`config.mk`:
```
export PLATFORM = sky130hd
export DESIGN_NAME = punc_control_unit
export DESIGN_NICKNAME = d
export VERILOG_FILES = /design/src/rtl/punc_control_unit_pkg.sv /design/src/rtl/punc_control_unit.sv
export SDC_FILE = /design/constraint.sdc
export NUM_CORES = 1
export LEC_CHECK = 0
export BUFFER_PORTS_ARGS = -buffer_cell sky130_fd_sc_hd__clkbuf_2
export CAP_MARGIN = 5
export CELL_PAD_IN_SITES_DETAIL_PLACEMENT = 0
export CELL_PAD_IN_SITES_GLOBAL_PLACEMENT = 1
export CORE_ASPECT_RATIO = 0.5
export CORE_UTILIZATION = 25
export DETAILED_ROUTE_END_ITERATION = 10
export GPL_TIMING_DRIVEN = 0
export PLACE_DENSITY_LB_ADDON = 0.1
export SYNTH_ARGS = -nofsm -noshare
export SYNTH_HDL_FRONTEND = slang
export SYNTH_SLANG_ARGS = --single-unit
```
`constraint.sdc`:
```
create_clock -name clk -period 3.61 [get_ports clk]
set_clock_uncertainty 0.05 [all_clocks]
set_input_delay 0.722 -clock clk [delete_from_list [all_inputs] [get_ports clk]]
set_output_delay 0.722 -clock clk [all_outputs]
set_load 0.005 [all_outputs]
```
`src/rtl/punc_control_unit_pkg.sv`:
```
// punc_control_unit_pkg: opcodes, FSM states, ALU codes and datapath select encodings shared by the PUnC controller.
package punc_control_unit_pkg;
  localparam logic [3:0] OP_BR = 4'b0000, OP_ADD = 4'b0001, OP_LD = 4'b0010, OP_ST = 4'b0011;
  localparam logic [3:0] OP_JSR = 4'b0100, OP_AND = 4'b0101, OP_LDR = 4'b0110, OP_STR = 4'b0111;
  localparam logic [3:0] OP_RTI = 4'b1000, OP_NOT = 4'b1001, OP_LDI = 4'b1010, OP_STI = 4'b1011;
  localparam logic [3:0] OP_JMP = 4'b1100, OP_RES = 4'b1101, OP_LEA = 4'b1110, OP_TRAP = 4'b1111;
  typedef enum logic [2:0] {S_FETCH, S_DECODE, S_EXEC, S_EXEC2, S_HALT} state_t;
  localparam logic [4:0] ALU_ADD = 5'd0, ALU_AND = 5'd1, ALU_ADDI = 5'd2, ALU_ANDI = 5'd3;
  localparam logic [4:0] ALU_NOT = 5'd4, ALU_BR = 5'd5, ALU_JMP_RET = 5'd6, ALU_JSR = 5'd7;
  localparam logic [4:0] ALU_JSRR = 5'd8, ALU_LD = 5'd9, ALU_LDR = 5'd10, ALU_LEA = 5'd11;
  localparam logic [4:0] ALU_ST = 5'd12, ALU_STR = 5'd13, ALU_LDI1 = 5'd14, ALU_LDI2 = 5'd15;
  localparam logic [4:0] ALU_STI1 = 5'd16;
  localparam logic [1:0] MEM_R_PC = 2'd0, MEM_R_CTRL = 2'd1, MEM_R_ALU = 2'd2;
  localparam logic [1:0] MEM_W_ADDR_CTRL = 2'd0, MEM_W_ADDR_ALU = 2'd1, MEM_W_ADDR_SELF = 2'd2;
  localparam logic [1:0] MEM_W_DATA_CTRL = 2'd0, MEM_W_DATA_R0 = 2'd1;
  localparam logic [1:0] RF_W_CTRL = 2'd0, RF_W_ALU = 2'd1, RF_W_MEM = 2'd2, RF_W_PC = 2'd3;
  function automatic logic [3:0] f_op(input logic [15:0] i);
    return i[15:12];
  endfunction
  function automatic logic [2:0] f_dr(input logic [15:0] i);
    return i[11:9];
  endfunction
  function automatic logic [2:0] f_sr1(input logic [15:0] i);
    return i[8:6];
  endfunction
  function automatic logic [2:0] f_sr2(input logic [15:0] i);
    return i[2:0];
  endfunction
endpackage

```
`src/rtl/punc_control_unit.sv`:
```
// punc_control_unit: fetch/decode/execute FSM generating every PUnC LC3 datapath strobe and select.
module punc_control_unit
  import punc_control_unit_pkg::*;
#(
  parameter bit HALT_ON_TRAP = 1'b1
) (
  input  logic        clk,
  input  logic        rst,
  input  logic [15:0] pc,
  input  logic [15:0] ir,
  output logic        pc_inc,
  output logic        pc_clr,
  output logic        pc_w_en,
  output logic        ir_w_en,
  output logic [15:0] mem_r_addr_ctrl,
  output logic [1:0]  mem_r_s,
  output logic [1:0]  mem_w_addr_s,
  output logic [1:0]  mem_w_data_s,
  output logic        mem_w_en,
  output logic [4:0]  alu_s,
  output logic        rf_w_en,
  output logic [1:0]  rf_w_s,
  output logic [2:0]  rf_w_addr,
  output logic [2:0]  rf_r0_addr,
  output logic [2:0]  rf_r1_addr,
  output logic [15:0] rf_w_data_ctrl,
  output logic        status_w_en,
  output logic        halted
);
  state_t r_state, w_next;
  logic [3:0] w_op;
  logic [2:0] w_dr, w_sr1, w_sr2;
  assign w_op  = f_op(ir);
  assign w_dr  = f_dr(ir);
  assign w_sr1 = f_sr1(ir);
  assign w_sr2 = f_sr2(ir);
  always_ff @(posedge clk)
    if (rst) r_state <= S_FETCH;
    else r_state <= w_next;
  // rst overrides every state combinationally so no strobe leaks out in the reset cycle
  always_comb begin
    pc_inc = 1'b0;
    pc_clr = 1'b0;
    pc_w_en = 1'b0;
    ir_w_en = 1'b0;
    mem_r_addr_ctrl = 16'h0;
    mem_r_s = MEM_R_PC;
    mem_w_addr_s = MEM_W_ADDR_CTRL;
    mem_w_data_s = MEM_W_DATA_CTRL;
    mem_w_en = 1'b0;
    alu_s = ALU_ADD;
    rf_w_en = 1'b0;
    rf_w_s = RF_W_CTRL;
    rf_w_addr = 3'd0;
    rf_r0_addr = 3'd0;
    rf_r1_addr = 3'd0;
    rf_w_data_ctrl = 16'h0;
    status_w_en = 1'b0;
    halted = 1'b0;
    w_next = r_state;
    if (rst) begin
      pc_clr = 1'b1;
      w_next = S_FETCH;
    end else case (r_state)
      S_FETCH: begin
        mem_r_s = MEM_R_CTRL;
        mem_r_addr_ctrl = pc;
        ir_w_en = 1'b1;
        pc_inc = 1'b1;
        w_next = S_DECODE;
      end
      S_DECODE: w_next = (w_op == OP_TRAP && HALT_ON_TRAP) ? S_HALT : S_EXEC;
      S_EXEC: begin
        w_next = (w_op == OP_LDI || w_op == OP_STI) ? S_EXEC2 : S_FETCH;
        case (w_op)
          OP_ADD, OP_AND: begin
            alu_s = (w_op == OP_ADD) ? (ir[5] ? ALU_ADDI : ALU_ADD) : (ir[5] ? ALU_ANDI : ALU_AND);
            rf_r0_addr = w_sr1;
            rf_r1_addr = w_sr2;
            rf_w_addr = w_dr;
            rf_w_s = RF_W_ALU;
            rf_w_en = 1'b1;
            status_w_en = 1'b1;
          end
          OP_NOT: begin
            alu_s = ALU_NOT;
            rf_r0_addr = w_sr1;
            rf_w_addr = w_dr;
            rf_w_s = RF_W_ALU;
            rf_w_en = 1'b1;
            status_w_en = 1'b1;
          end
          OP_BR: begin
            alu_s = ALU_BR;
            pc_w_en = 1'b1;
          end
          OP_JMP: begin
            alu_s = ALU_JMP_RET;
            rf_r0_addr = w_sr1;
            pc_w_en = 1'b1;
          end
          // R7 and PC update together; the datapath reads the old R7 for JSRR R7
          OP_JSR: begin
            alu_s = ir[11] ? ALU_JSR : ALU_JSRR;
            rf_r0_addr = ir[11] ? 3'd0 : w_sr1;
            rf_w_addr = 3'd7;
            rf_w_s = RF_W_PC;
            rf_w_en = 1'b1;
            pc_w_en = 1'b1;
          end
          OP_LD, OP_LDR: begin
            alu_s = (w_op == OP_LD) ? ALU_LD : ALU_LDR;
            rf_r0_addr = (w_op == OP_LD) ? 3'd0 : w_sr1;
            mem_r_s = MEM_R_ALU;
            rf_w_addr = w_dr;
            rf_w_s = RF_W_MEM;
            rf_w_en = 1'b1;
            status_w_en = 1'b1;
          end
          OP_LEA: begin
            alu_s = ALU_LEA;
            rf_w_addr = w_dr;
            rf_w_s = RF_W_ALU;
            rf_w_en = 1'b1;
            status_w_en = 1'b1;
          end
          OP_ST, OP_STR: begin
            alu_s = (w_op == OP_ST) ? ALU_ST : ALU_STR;
            rf_r1_addr = (w_op == OP_ST) ? 3'd0 : w_sr1;
            rf_r0_addr = w_dr;
            mem_w_addr_s = MEM_W_ADDR_ALU;
            mem_w_data_s = MEM_W_DATA_R0;
            mem_w_en = 1'b1;
          end
          OP_LDI: begin
            alu_s = ALU_LDI1;
            mem_r_s = MEM_R_ALU;
            rf_w_s = RF_W_MEM;
            rf_w_addr = w_dr;
            rf_w_en = 1'b1;
          end
          OP_STI: begin
            alu_s = ALU_STI1;
            mem_r_s = MEM_R_ALU;
            mem_w_addr_s = MEM_W_ADDR_SELF;
            mem_w_data_s = MEM_W_DATA_R0;
            rf_r0_addr = w_dr;
            mem_w_en = 1'b1;
          end
          default: ;
        endcase
      end
      S_EXEC2: begin
        w_next = S_FETCH;
        if (w_op == OP_LDI) begin
          alu_s = ALU_LDI2;
          rf_r0_addr = w_dr;
          mem_r_s = MEM_R_ALU;
          rf_w_s = RF_W_MEM;
          rf_w_addr = w_dr;
          rf_w_en = 1'b1;
          status_w_en = 1'b1;
        end
      end
      S_HALT: halted = 1'b1;
      default: w_next = S_FETCH;
    endcase
  end
endmodule
```
Yosys cells after proc, flatten, opt, wreduce, memory -nomap -nowiden --
Cells that the tools add are included.
Word-level totals: memories 0, logic and storage cells 92, latch bits 0, flip-flop bits (word level) 3, RAM bits 0, bits of input ports 34, memory bits (read-only) 0
Cells by class: multiplexer cells 59, reductions and logical operators 15, $mul 0, equal/unequal tests 17, divide/modulo/power cells 0, shift-type cells 0, order comparisons 0, add/subtract/negate cells 0, bitwise gates (word level) 0
Operators by type and width (count):
- case mux 5 bit (10 select lines) | 1
- two-way mux 16 bit | 2
- two-way mux 3 bit | 9
- == test 4 bit, second input constant | 6
- case mux 3 bit (2 select lines) | 4
- case mux 3 bit (4 select lines) | 2
- two-way mux 2 bit | 11
- two-way mux 1 bit | 20
- == test 4 x 3 -> 1 bit, second input constant | 4
- case mux 2 bit (3 select lines) | 2
- OR reduction 4 bit | 3
- case mux 5 bit (2 select lines) | 1
- OR reduction 3 bit | 3
- == test 4 x 2 -> 1 bit, second input constant | 2
- two-way mux 4 bit | 2
- case mux 2 bit (2 select lines) | 2
- OR reduction 8 bit | 1
- OR reduction 7 bit | 1
- == test 3 x 2 -> 1 bit, second input constant | 2
- OR reduction 2 bit | 3
- OR reduction 6 bit | 1
- two-way mux 5 bit | 1
- == test 4 x 1 -> 1 bit, second input constant | 1
- logical NOT 4 bit | 1
- other kinds (5) | 6

Longest topological paths before layout --
Gate-level depths: netlist of the first run.
depth after elaboration 5, depth in mapped cells 6, gate-level depth less buffers 4

Worst setup path after synthesis of the first run --
Ideal clock, no wire load.
kind in2out, start in ir[14], end out rf_w_addr[0], stages on the path 5, required time 2.838 ns, slack 1.079 ns, path buffers 1, arrival 1.759 ns, cell sequence buf_2 -> and2b_1 -> nand4_2 -> o32ai_4 -> o21a_1
Between the ends: longest elaborated chain between the ends 5, elaborated cells between the ends (all ways) 13, those cells by class 8 x eq/ne; 4 x mux; 1 x reduce/logical
RTL lines:
- from (decl) | RTL line punc_control_unit.sv:10 | input logic [15:0] ir,
- == test 4 bit (tied with other cells) | RTL line punc_control_unit.sv:75, punc_control_unit.sv:155
- OR reduction 7 bit (no source line)
- case mux 3 bit (2 select lines) | RTL line punc_control_unit.sv:75 | case (w_op)
- case mux 3 bit (2 select lines) * | RTL line punc_control_unit.sv:64 | end else case (r_state)
- two-way mux 3 bit * | RTL line punc_control_unit.sv:61 | if (rst) begin
- to (decl) | RTL line punc_control_unit.sv:23 | output logic [2:0] rf_w_addr,
Mark *: on every way between the ends. The rest lies on a longest branch, timed or not.

Worst setup path after layout of the first run --
start in ir[14], end out alu_s[3]
Between the ends: longest elaborated chain between the ends 5, elaborated cells between the ends (all ways) 20, those cells by class 12 x eq/ne; 4 x mux; 4 x reduce/logical
RTL lines:
- == test 4 x 2 -> 1 bit (tied with other cells) | RTL line punc_control_unit.sv:75
- OR reduction 2 bit (on tied branches)
- case mux 5 bit (10 select lines) | RTL line punc_control_unit.sv:75
- case mux 5 bit (2 select lines) * | RTL line punc_control_unit.sv:64
- two-way mux 5 bit * | RTL line punc_control_unit.sv:61
- to (decl) | RTL line punc_control_unit.sv:20 | output logic [4:0] alu_s,
Marks and branches as above.

==> metrics.md, run 1 <==
| Metric | Value |
|---|---|
| Post-Syn Area | ~1100 um^2 |
| Initial core utilization | between 20% and 30% |
| Vias in the first global route | about 1,100 |
| Pleak | 0.848 nW |
| Largest net degree at the start of global routing | 13 |
| EDFF count, synth | 0 |
| Final setup TNS | 0 ns |
| Die area | roughly 4500 um^2 |
| Endpoints failing setup | 0 |
| Clk slew on worst S/H paths | approximately 0.030 ns |
| TritonCTS clock tree | done |
| Vias | ~1,400 |
| # Max-Cap Violations | 0 |
| CTS Hold Bufs | 0 |
| Largest cells by area after synthesis | buf_4 16%, and2_1 10%, nor2_1 6.8%, dfxtp_1 5.7%, a21oi_1 4.7% |
| DP HPWL | approximately 2.8 mm |
| Top-area cell type share of the netlist area | between 15 and 20% |
| Synth warn | 0 |
| Core area | roughly 4000 um^2 |
| Crit path capture type | primary output |
| Outcome | complete, no violations |
| Top-count cell post-synth | buf_4 |
| Final hold vios | 0 |
| Fin worst setup slack | 0.637 ns |
| Setup crit start kind | primary input |
| TritonCTS sink count | 3 |
| Synthesized flop and latch total | 3 |
| Max FFs per register | 3 |
| Diodes inserted | 0 |
| Drt via density | between 4 and 5 |
| Slowest cell on crit path | a221oi_1 |
| RSZ-0062 raised after global routing | no |
| Clk buf depth | 2 |
| Stages on the worst setup path | 5 |
| Layout cells sized above 1 | about 44% |
| Routed WL | between 3 and 4 mm |
| Biggest regs | r_state: 3 flops |
| Initial drt markers | slightly above 60 |
| Antenna violations before repair | 0 |
| Main synth FF type | dfxtp_1 |
| Worst path bufs/invs | 2 |
| First-pass DRT Iterations | 4 |
| Die width | 93.9 um |
| CTS root buffer | clkbuf_8 |
| Slew Limit Fails | 0 |
| Die H | 48.0 um |
| CTS Buf Count | 3 |
| Clk_lat worst skew | about 0.21 ns |
| Min Tclk post-route | 2.97 ns |
| Share of power burned in the clock network | between 30% and 40% |
| Syn-to-layout area delta | 51.9% |
| Aggregate global-route resource usage | 14.9% |
| # H-tree levels | 1 |
| Place WS | 0.689 ns |
| Async SR Flop Fraction | 0% |
| Routed Antenna Nets | 0 |
| WP data arrival | about 2.2 ns |
| Port-buffer cells | 75 |
| Fmax | approximately 340 MHz |
| Post-synth top cells | 22 x buf_4, 19 x nor2_1, 17 x and2_1, 10 x a21oi_1, 9 x nand2_1 |
| R2r setup slk | about 2.5 ns |
| Worst-path maximum fanout | 9 |
| Layout fillers | between 400 and 500 |
| HP Class | flip-flop to flip-flop |
| GPL Wtd Cong | 0.806 |
| Combinational power share | between 50% and 60% |
| Wire per inst | about 11 um |
| Part of the power in registers | a little over an eighth |
| CTS resizes | 0 |
| Pwr/cell area | around 190 nW/um^2 |
| # IOs | between 90 and 100 |
| Setup bufs post-CTS | 0 |
| Synth unique cells | 44 |
| Internal power | ~190 uW |
| Nets | between 200 and 300 |
| DRC | 0 |
| Synth area leader | buf_4 |
| Max-slew headroom | roughly three fifths |
| Worst reg-to-reg path cell count | 3 |
| Psw | roughly 110 uW |
| Actual slew at the worst max-slew pin | between 0.5 and 0.6 ns |
| Num rows | 16 |
| Switching Fraction | between 30 and 40% |
| Wire length of the first global-routing pass | about 5.1 mm |
| CP Class | primary input to primary output |
| Cells after Synth | roughly 160 |
| GR Overflow Total | 0 |
| VDD IR-drop max | 0.0768 mV |
| Crit path required time | roughly 2.8 ns |
| CP Cell Sequence | buf_2 > and2b_1 > nand4_2 > a221oi_1 > clkbuf_2 |
| Slowest stage delay, CP | between 0.4 and 0.5 ns |
| WHS Path Cells | 2 |
| Most flop-heavy register | r_state |
| Post-Syn Area per Cell | 6.64 um^2 |
| Post-synthesis sequential area ratio | around 5.7% |
| Critical path's top delay family | simple AND/OR/NAND/NOR gates |
| Fin crit share | 82.3% |
==> worst register-to-register path: cells and delay by family, from the launching register on <==
kind,cells,cell delay (ns)
compound gates,1,0.09
simple gates,2,0.39
flops,1,0.50
==> logic make-up (layout without fill, tap and decap cells) <==
family	Yosys count	in the layout	share of synthesized area, %
flip-flops	3	3	5.69
AND/OR/NAND/NOR	80	80	44.1
AO/OA/AOI/OAI	37	37	26.1
buffers and inverters	36	115	22.2
XOR/XNOR	2	2	1.66
other	1	17	0.355
==> routing by layer <==
metal / global-route usage, % / share of wire (%) / vias up
met5: 0 / 0 / -
met1: 19.8 / 46 / 618
li1: - / - / 714
met4: 4.62 / 0.37 / 0
met2: 25.1 / 47 / 49
met3: 2.70 / 6.7 / 2
==> placed cells by master (no fill, tap or decap), drive strengths merged, types with 2 or more instances in the layout <==
cell type,netlist,final
o21ai,5,5
nor3,6,6
a31oi,2,2
nor4,2,2
buf,30,30
nand3,2,2
o21a,3,3
a32o,2,2
o22ai,2,2
a221oi,2,2
a32oi,3,3
nor3b,4,4
inv,3,3
nand2,9,9
a21oi,10,10
nor4b,2,2
nor2,19,19
clkbuf,3,82
o32ai,3,3
and3,2,2
conb,1,17
nand2b,7,7
nor2b,5,5
and2,17,17
dfxtp,3,3
==> path summary, 6_finish.rpt <==
kind / startpoint / to
min reg2reg: r_state[1] / r_state[2]
max: ir[14] / alu_s[3]
min: r_state[1] / r_state[2]
max reg2reg: r_state[0] / r_state[2]
==> layout make-up <==
class	instances	area (um^2)	share of cell area, %
well taps	54	67.6	4.21
flip-flops and latches	3	60.1	3.74
inverters	3	11.3	0.702
plain buffers	33	223	13.9
clock buffers	4	45.0	2.81
multi-input cells	136	822	51.2
repair buffers	75	375	23.4
==> power by group through the flow <==
stage,Combinational [mW],Clock (mW),Sequential (mW)
finish,0.160,0.0970,0.0402
global placement,0.161,0,0.0407
detailed placement,0.160,0,0.0405
floorplan,0.102,0,0.0398
CTS,0.161,0.100,0.0401
global route,0.180,0.101,0.0408
==> through the flow <==
| stage | utilization (%) | power, mW | instances | hold slack (ns) | instance area (um^2) |
|---|---|---|---|---|---|
| 2_1_floorplan | - | 0.142 | 175 | 0.474 | 1120 |
| 3_3_place_gp | 39.3 | 0.201 | 304 | 0.498 | 1560 |
| 3_5_place_dp | 39.3 | 0.200 | 304 | 0.496 | 1560 |
| 4_1_cts | 40.5 | 0.301 | 308 | 0.505 | 1600 |
| 5_1_grt | 40.5 | 0.322 | 308 | 0.547 | 1600 |
| 6_report | 40.5 | 0.298 | 308 | 0.500 | 1600 |
Note: power is estimated with default switching activity, not from simulation.
==> run 2, diff against run 1 <==
Settings changed: CORE_UTILIZATION 25 to 23.
Clock period 3.61 ns to 3.1 ns, I/O delays scaled along.
==> run 2 against run 1 <==
Effect of this change: the run now ends with design-rule violations left; via count grew 2.8%; critical path depth unchanged; setup slack got worse by 0.31 ns; combinational power up 18%; clock power is 14% higher; flip-flop and latch count unchanged.
==> metrics.md, run 2 (same netlist as run 1, synthesis figures left out) <==
| Metric | Value |
|---|---|
| Outcome | complete, but fails checks |
| Failing checks | design-rule violations |
| Psw | 126 uW (+17%) |
| Max FFs per register | 3 (unchanged) |
| Switching Fraction | 36.2% (+0.057 points) |
| Port-buffer cells | 75 (unchanged) |
| Nets | 289 (unchanged) |
| Actual slew at the worst max-slew pin | 0.572 ns (-0.0187 ns) |
| CTS root buffer | clkbuf_8 |
| Most flop-heavy register | r_state |
| # Max-Cap Violations | 0 (unchanged) |
| Aggregate global-route resource usage | 15.5% (+0.67 points) |
| CTS Hold Bufs | 0 (unchanged) |
| # IOs | 96 (unchanged) |
| Die H | 49.9 um (+4.1%) |
| GPL Wtd Cong | 0.788 (-2.2%) |
| Endpoints failing setup | 0 (unchanged) |
| Tot Pwr | 347 uW (+16%) |
| Largest net degree at the start of global routing | 13 (unchanged) |
| CP Cell Sequence | buf_2 > and2b_1 > nand4_2 > a221oi_1 > clkbuf_2 |
| Layout fillers | 463 (+2.2%) |
| Syn-to-layout area delta | 51.9% (unchanged) |
| RSZ-0062 raised after global routing | no |
| HP Class | flip-flop to flip-flop |
| Part of the power in registers | 13.5% (about the same) |
| Design Area, Final | 1600 um^2 (unchanged) |
| Share of power burned in the clock network | 32.0% (-0.6 points) |
| Num rows | 16 (unchanged) |
| Pleak | 0.848 nW (unchanged) |
| Crit path capture type | primary output |
| Max-slew headroom | 61.8% (+1.2 points) |
| Die width | 97.8 um (+4.2%) |
| DRC | 6 (+6) |
| Setup bufs post-CTS | 0 (unchanged) |
| DP HPWL | 3.02 mm (+6.5%) |
| Final hold vios | 0 (unchanged) |
| Fmax | 361 MHz |
| Vias in the first global route | 1,304 (+19%) |
| Biggest regs | r_state: 3 flops |
| Wire per inst | 12.3 um (+7.6%) |
| Most common cell after layout, fill and taps aside | clkbuf_2 |
| Final setup TNS | 0 ns (unchanged) |
| Place WS | 0.357 ns (-0.332 ns) |
| Antenna violations before repair | 0 (unchanged) |
| Slowest stage delay, CP | 0.43 ns (about the same) |
| First-pass DRT Iterations | 8 (+4) |
| Crit path required time | 2.43 ns (-0.41 ns) |
| TritonCTS clock tree | done |
| Initial core utilization | 25.5% (-1.2 points) |
| Clk buf depth | 2 (unchanged) |
| Fin crit share | slightly below 90% |
| Combinational power share | 54.4% (+0.5 points) |
| TritonCTS sink count | 3 (unchanged) |
| Vias | 1,422 (+2.8%) |
| Initial drt markers | 44 (-29%) |
| Routed Antenna Nets | 0 (unchanged) |
| CTS Buf Count | 3 (unchanged) |
| Internal power | 221 uW (+16%) |
| Layout cells sized above 1 | 44.5% (unchanged) |
| Most frequent cells in the layout | 75 x clkbuf_2, 22 x buf_4, 19 x nor2_1 |
| Min Tclk post-route | about 2.8 ns |
| CTS resizes | 0 (unchanged) |
| GR Overflow Total | 0 (unchanged) |
| Clk_lat worst skew | 0.21 ns (about the same) |
| # H-tree levels | 1 (unchanged) |
| Pwr/cell area | 216 nW/um^2 (+16%) |
| Post-Place Cell Area | 1560 um^2 (unchanged) |
| Register area | 60.1 um^2 (unchanged) |
| CP Class | primary input to primary output |
| Slowest cell on crit path | a221oi_1 |
| Die area | 4880 um^2 (+8.4%) |
| WP data arrival | 2.10 ns (-0.10 ns) |
| Cells after DPL | 304 (unchanged) |
| Wire length of the first global-routing pass | 6.08 mm (+18%) |
| VDD IR-drop max | 0.124 mV (+62%) |
| Diodes inserted | 0 (unchanged) |
| Multi-input logic area | 822 um^2 (unchanged) |
| Worst-path maximum fanout | 9 (unchanged) |
| Final instance count without filler cells | 308 (unchanged) |
| Clk slew on worst S/H paths | 0.03 ns (about the same) |
| Slew Limit Fails | 0 (unchanged) |
| Drt via density | 4.62 (+2.8%) |
| Setup crit start kind | primary input |
| Core area | 4140 um^2 (+4.5%) |
| Routed WL | 3.78 mm (+7.6%) |
| Fin worst setup slack | 0.330 ns (-0.307 ns) |
-- run 2: cell counts in the layout (fill, tap and decap cells not counted) --
Identical to the previous run, type by type.
-- run 2: path summary, 6_finish.rpt --
path	depth (start not counted)	start	endpoint	slack (ns)
max	5	ir[14]	alu_s[3]	0.33
min	2	r_state[1]	r_state[2]	0.51
min reg2reg	2	r_state[1]	r_state[2]	0.51
max reg2reg	3	r_state[0]	r_state[2]	2.00
-- run 2: critical path, delay by kind of cell --
kind | cells | cell delay, ns
buf+inv | 2 | 0.33
simple gates | 2 | 0.71
compound gates | 1 | 0.43
-- run 2: layout make-up --
cell class	count	share of cell area, %
clock buffers	4	2.81
multi-input cells	136	51.2
plain buffers	33	13.9
flip-flops and latches	3	3.74
well taps	54	4.21
inverters	3	0.702
repair buffers	75	23.4
-- run 2: power by group through the flow --
stage,sequential [mW],clock (mW),combinational (mW)
2_1_floorplan,0.0463,0,0.119
3_3_place_gp,0.0474,0,0.187
3_5_place_dp,0.0473,0,0.188
4_1_cts,0.0468,0.116,0.188
5_1_grt,0.0477,0.118,0.209
6_report,0.0469,0.111,0.189
-- run 2: stage by stage --
| stage | utilization, % | hold slack, ns |
|---|---|---|
| 2_1_floorplan | - | 0.474 |
| 3_3_place_gp | 37.6 | 0.501 |
| 3_5_place_dp | 37.6 | 0.508 |
| 4_1_cts | 38.7 | 0.513 |
| 5_1_grt | 38.7 | 0.551 |
| 6_report | 38.7 | 0.513 |
-- run 2: metal layers --
metal	track usage (%)	share of wire, %
met5	0	0
met3	2.55	5.5
met1	20.4	48
met4	3.54	0.66
met2	26.6	46
==> run 3, diff against run 2 <==
Settings changed: ABC_AREA set to 1, CORE_UTILIZATION 23 to 22.
==> run 3 against run 2 <==
Effect of this change: the flow now finishes without violations; cell area is 1.0% higher; die area is 5.0% higher; synthesized cell count is 32% higher; non-clock buffer count is 6 lower; total power is 2.9% lower; combinational power is 5% lower; cell count is 20% higher; wire length is 1.2% lower; critical endpoint is now alu_s[1]; largest cell class unchanged.
==> metrics.md, run 3 <==
| Metric | Value |
|---|---|
| Outcome | complete, no violations |
| Min Tclk post-route | 2.52 ns (-0.249 ns) |
| Vias | 1,535 (+7.9%) |
| CP Capture Point | alu_s[1] |
| CTS root buffer | clkbuf_8 |
| Most common cell after layout, fill and taps aside | clkbuf_2 |
| Wire length of the first global-routing pass | 6.03 mm (-0.79%) |
| # H-tree levels | 1 (unchanged) |
| # IOs | 96 (unchanged) |
| Initial core utilization | 23.6% (-1.9 points) |
| Cells after Synth | 210 (+32%) |
| Port-buffer cells | 74 (-1.3%) |
| CTS Buf Count | 3 (unchanged) |
| Most frequent cells in the layout | 74 x clkbuf_2, 66 x nand2_1, 31 x nor2_1 |
| Clk buf depth | 2 (unchanged) |
| TritonCTS clock tree | done |
| CTS resizes | 0 (unchanged) |
| Setup bufs post-CTS | 0 (unchanged) |
| First-pass DRT Iterations | 4 (-4) |
| Vias in the first global route | 1,354 (+3.8%) |
| Pleak | 0.999 nW (+18%) |
| RSZ-0062 raised after global routing | no |
| Post-synth top cells | 66 x nand2_1, 31 x nor2_1, 21 x buf_4, 16 x inv_1, 15 x nand3_1 |
| Diodes inserted | 0 (unchanged) |
| Die area | 5130 um^2 (+5.0%) |
| EDFF count, synth | 0 (unchanged) |
| DP HPWL | 3.14 mm (+4.0%) |
| Worst-path maximum fanout | 7 (-2) |
| # Max-Cap Violations | 0 (unchanged) |
| Fin crit share | 81.3% (-8.0 points) |
| Endpoints failing setup | 0 (unchanged) |
| Aggregate global-route resource usage | 14.6% (-0.91 points) |
| Drt via density | 4.15 (-10%) |
| Clk_lat worst skew | 0.21 ns (about the same) |
| WP data arrival | 1.85 ns (-0.25 ns) |
| Async SR Flop Fraction | 0% (unchanged) |
| Num rows | 17 (+1) |
| Pwr/cell area | 208 nW/um^2 (-3.9%) |
| Synth unique cells | 26 (-41%) |
| Routed Antenna Nets | 0 (unchanged) |
| Final hold vios | 0 (unchanged) |
| VDD IR-drop max | 0.107 mV (-13%) |
| Setup crit start kind | primary input |
| Worst reg-to-reg path cell count | 5 (+2) |
| CTS Hold Bufs | 0 (unchanged) |
| Die H | 51.1 um (+2.4%) |
| Final instance count without filler cells | 370 (+20%) |
| Crit path capture type | primary output |
| GR Overflow Total | 0 (unchanged) |
| GPL Wtd Cong | 0.784 (-0.42%) |
| Cells after DPL | 366 (+20%) |
| Post-Syn Area per Cell | 5.06 um^2 (-24%) |
| Worst setup path startpoint | ir[13] |
| R2r setup slk | 1.89 ns (-0.11 ns) |
| Max FFs per register | 3 (unchanged) |
| Die width | 100 um (+2.5%) |
| TritonCTS sink count | 3 (unchanged) |
| CP Class | primary input to primary output |
| Post-synthesis sequential area ratio | 5.65% (-0.033 points) |
| HP Class | flip-flop to flip-flop |
| Antenna violations before repair | 0 (unchanged) |
| Largest net degree at the start of global routing | 11 (-2) |
| Top-area cell type share of the netlist area | 23.3% (+7.7 points) |
| Top-count cell post-synth | nand2_1 |
| Fmax | 397 MHz (+9.9%) |
| Biggest regs | r_state: 3 flops |
| Nets | 339 (+17%) |
| Wire per inst | 10.1 um (-18%) |
| Most flop-heavy register | r_state |
| Synth area leader | nand2_1 |
| Main synth FF type | dfxtp_1 |
| Routed WL | 3.73 mm (-1.2%) |
| Worst reg2reg path endpoint | r_state[0] |
| Post-Syn Area | 1060 um^2 (+0.59%) |
| Crit path required time | 2.43 ns (about the same) |
| Final setup TNS | 0 ns (unchanged) |
| Largest cells by area after synthesis | nand2_1 23%, buf_4 15%, nor2_1 11%, nand3_1 7.1%, a21oi_1 5.7% |
| Reg2Reg Launch Point | r_state[2] |
| Core area | 4510 um^2 (+8.8%) |
| Clk slew on worst S/H paths | 0.03 ns (about the same) |
| Synthesized flop and latch total | 3 (unchanged) |
| Synth warn | 0 (unchanged) |
| Layout cells sized above 1 | 36.2% (-8.3 points) |
| DRC | 0 (-6) |
| Syn-to-layout area delta | 52.5% |
| Initial drt markers | 55 (+25%) |
| Worst min-delay path startpoint | r_state[2] |
| Slew Limit Fails | 0 (unchanged) |
==> run 3: changes by cell type in the layout (fill, tap and decap cells not counted), moves of 4 or more <==
cell	before	now
inv_1	3	16
nand2_1	9	66
nand4_1	0	7
nor2b_1	5	0
buf_2	7	1
and2_1	17	0
nor2_1	19	31
nand3_1	2	15
o21ai_0	3	7
nand2b_1	7	0
==> run 3: how the worst min path moves through the flow <==
stage / slack, ns / depth (start not counted) / end
3_5_place_dp: 0.48 / 2 / r_state[2]
6_report: 0.49 / 2 / r_state[2]
3_3_place_gp: 0.47 / 2 / r_state[2]
4_1_cts: 0.49 / 2 / r_state[2]
2_1_floorplan: 0.43 / 2 / r_state[2]
5_1_grt: 0.54 / 2 / r_state[2]
==> run 3: final cells by class <==
cell class | count | area (um^2)
plain buffers | 28 | 195
well taps | 66 | 82.6
inverters | 20 | 75.1
multi-input cells | 175 | 792
repair buffers | 74 | 370
clock buffers | 4 | 45.0
flip-flops and latches | 3 | 60.1
fillers | 539 | 2890
==> run 3: worst max-delay path, cell delays in order <==
cell	delay, ns
clkbuf_2	0.16
inv_1	0.17
nand2_1	0.10
nor2_1	0.24
nand2_1	0.11
nand4_1	0.10
nand2_1	0.05
a21oi_1	0.15
clkbuf_2	0.14
==> run 3: where the power goes <==
group | switching (mW) | internal (mW) | total [mW] | leakage, nW
sequential | 0.00225 | 0.0416 | 0.0439 | 0.0247
combinational | 0.104 | 0.0748 | 0.179 | 0.951
clock | 0.0262 | 0.0877 | 0.114 | 0.0228
total | 0.132 | 0.204 | 0.337 | 0.999
==> run 3: stage by stage <==
step           instance area, um^2  setup WS [ns]  power (mW)  util [%]  hold WS, ns
2_1_floorplan                 1120          0.934       0.156         -        0.430
3_3_place_gp                  1580          0.578       0.223      34.9        0.466
3_5_place_dp                  1580          0.581       0.223      34.9        0.479
4_1_cts                       1620          0.582       0.340      35.9        0.487
5_1_grt                       1620          0.412       0.367      35.9        0.537
6_report                      1620          0.579       0.337      35.9        0.487
==> run 3: metal layers <==
layer	vias to the layer above	track usage (%)	routed length [um]
li1	821	-	-
met1	657	19.9	1860
met2	55	25.5	1640
met3	2	1.23	213
met4	0	2.90	18
met5	-	0	0
==> run 3: logic make-up (layout without fill, tap and decap cells) <==
| logic type | Yosys count | after routing | share of synthesized area [%] |
|---|---|---|---|
| buffers and inverters | 48 | 126 | 25.4 |
| other | 1 | 17 | 0.353 |
| flip-flops | 3 | 3 | 5.65 |
| AO/OA/AOI/OAI | 27 | 27 | 14.8 |
| AND/OR/NAND/NOR | 131 | 131 | 53.7 |
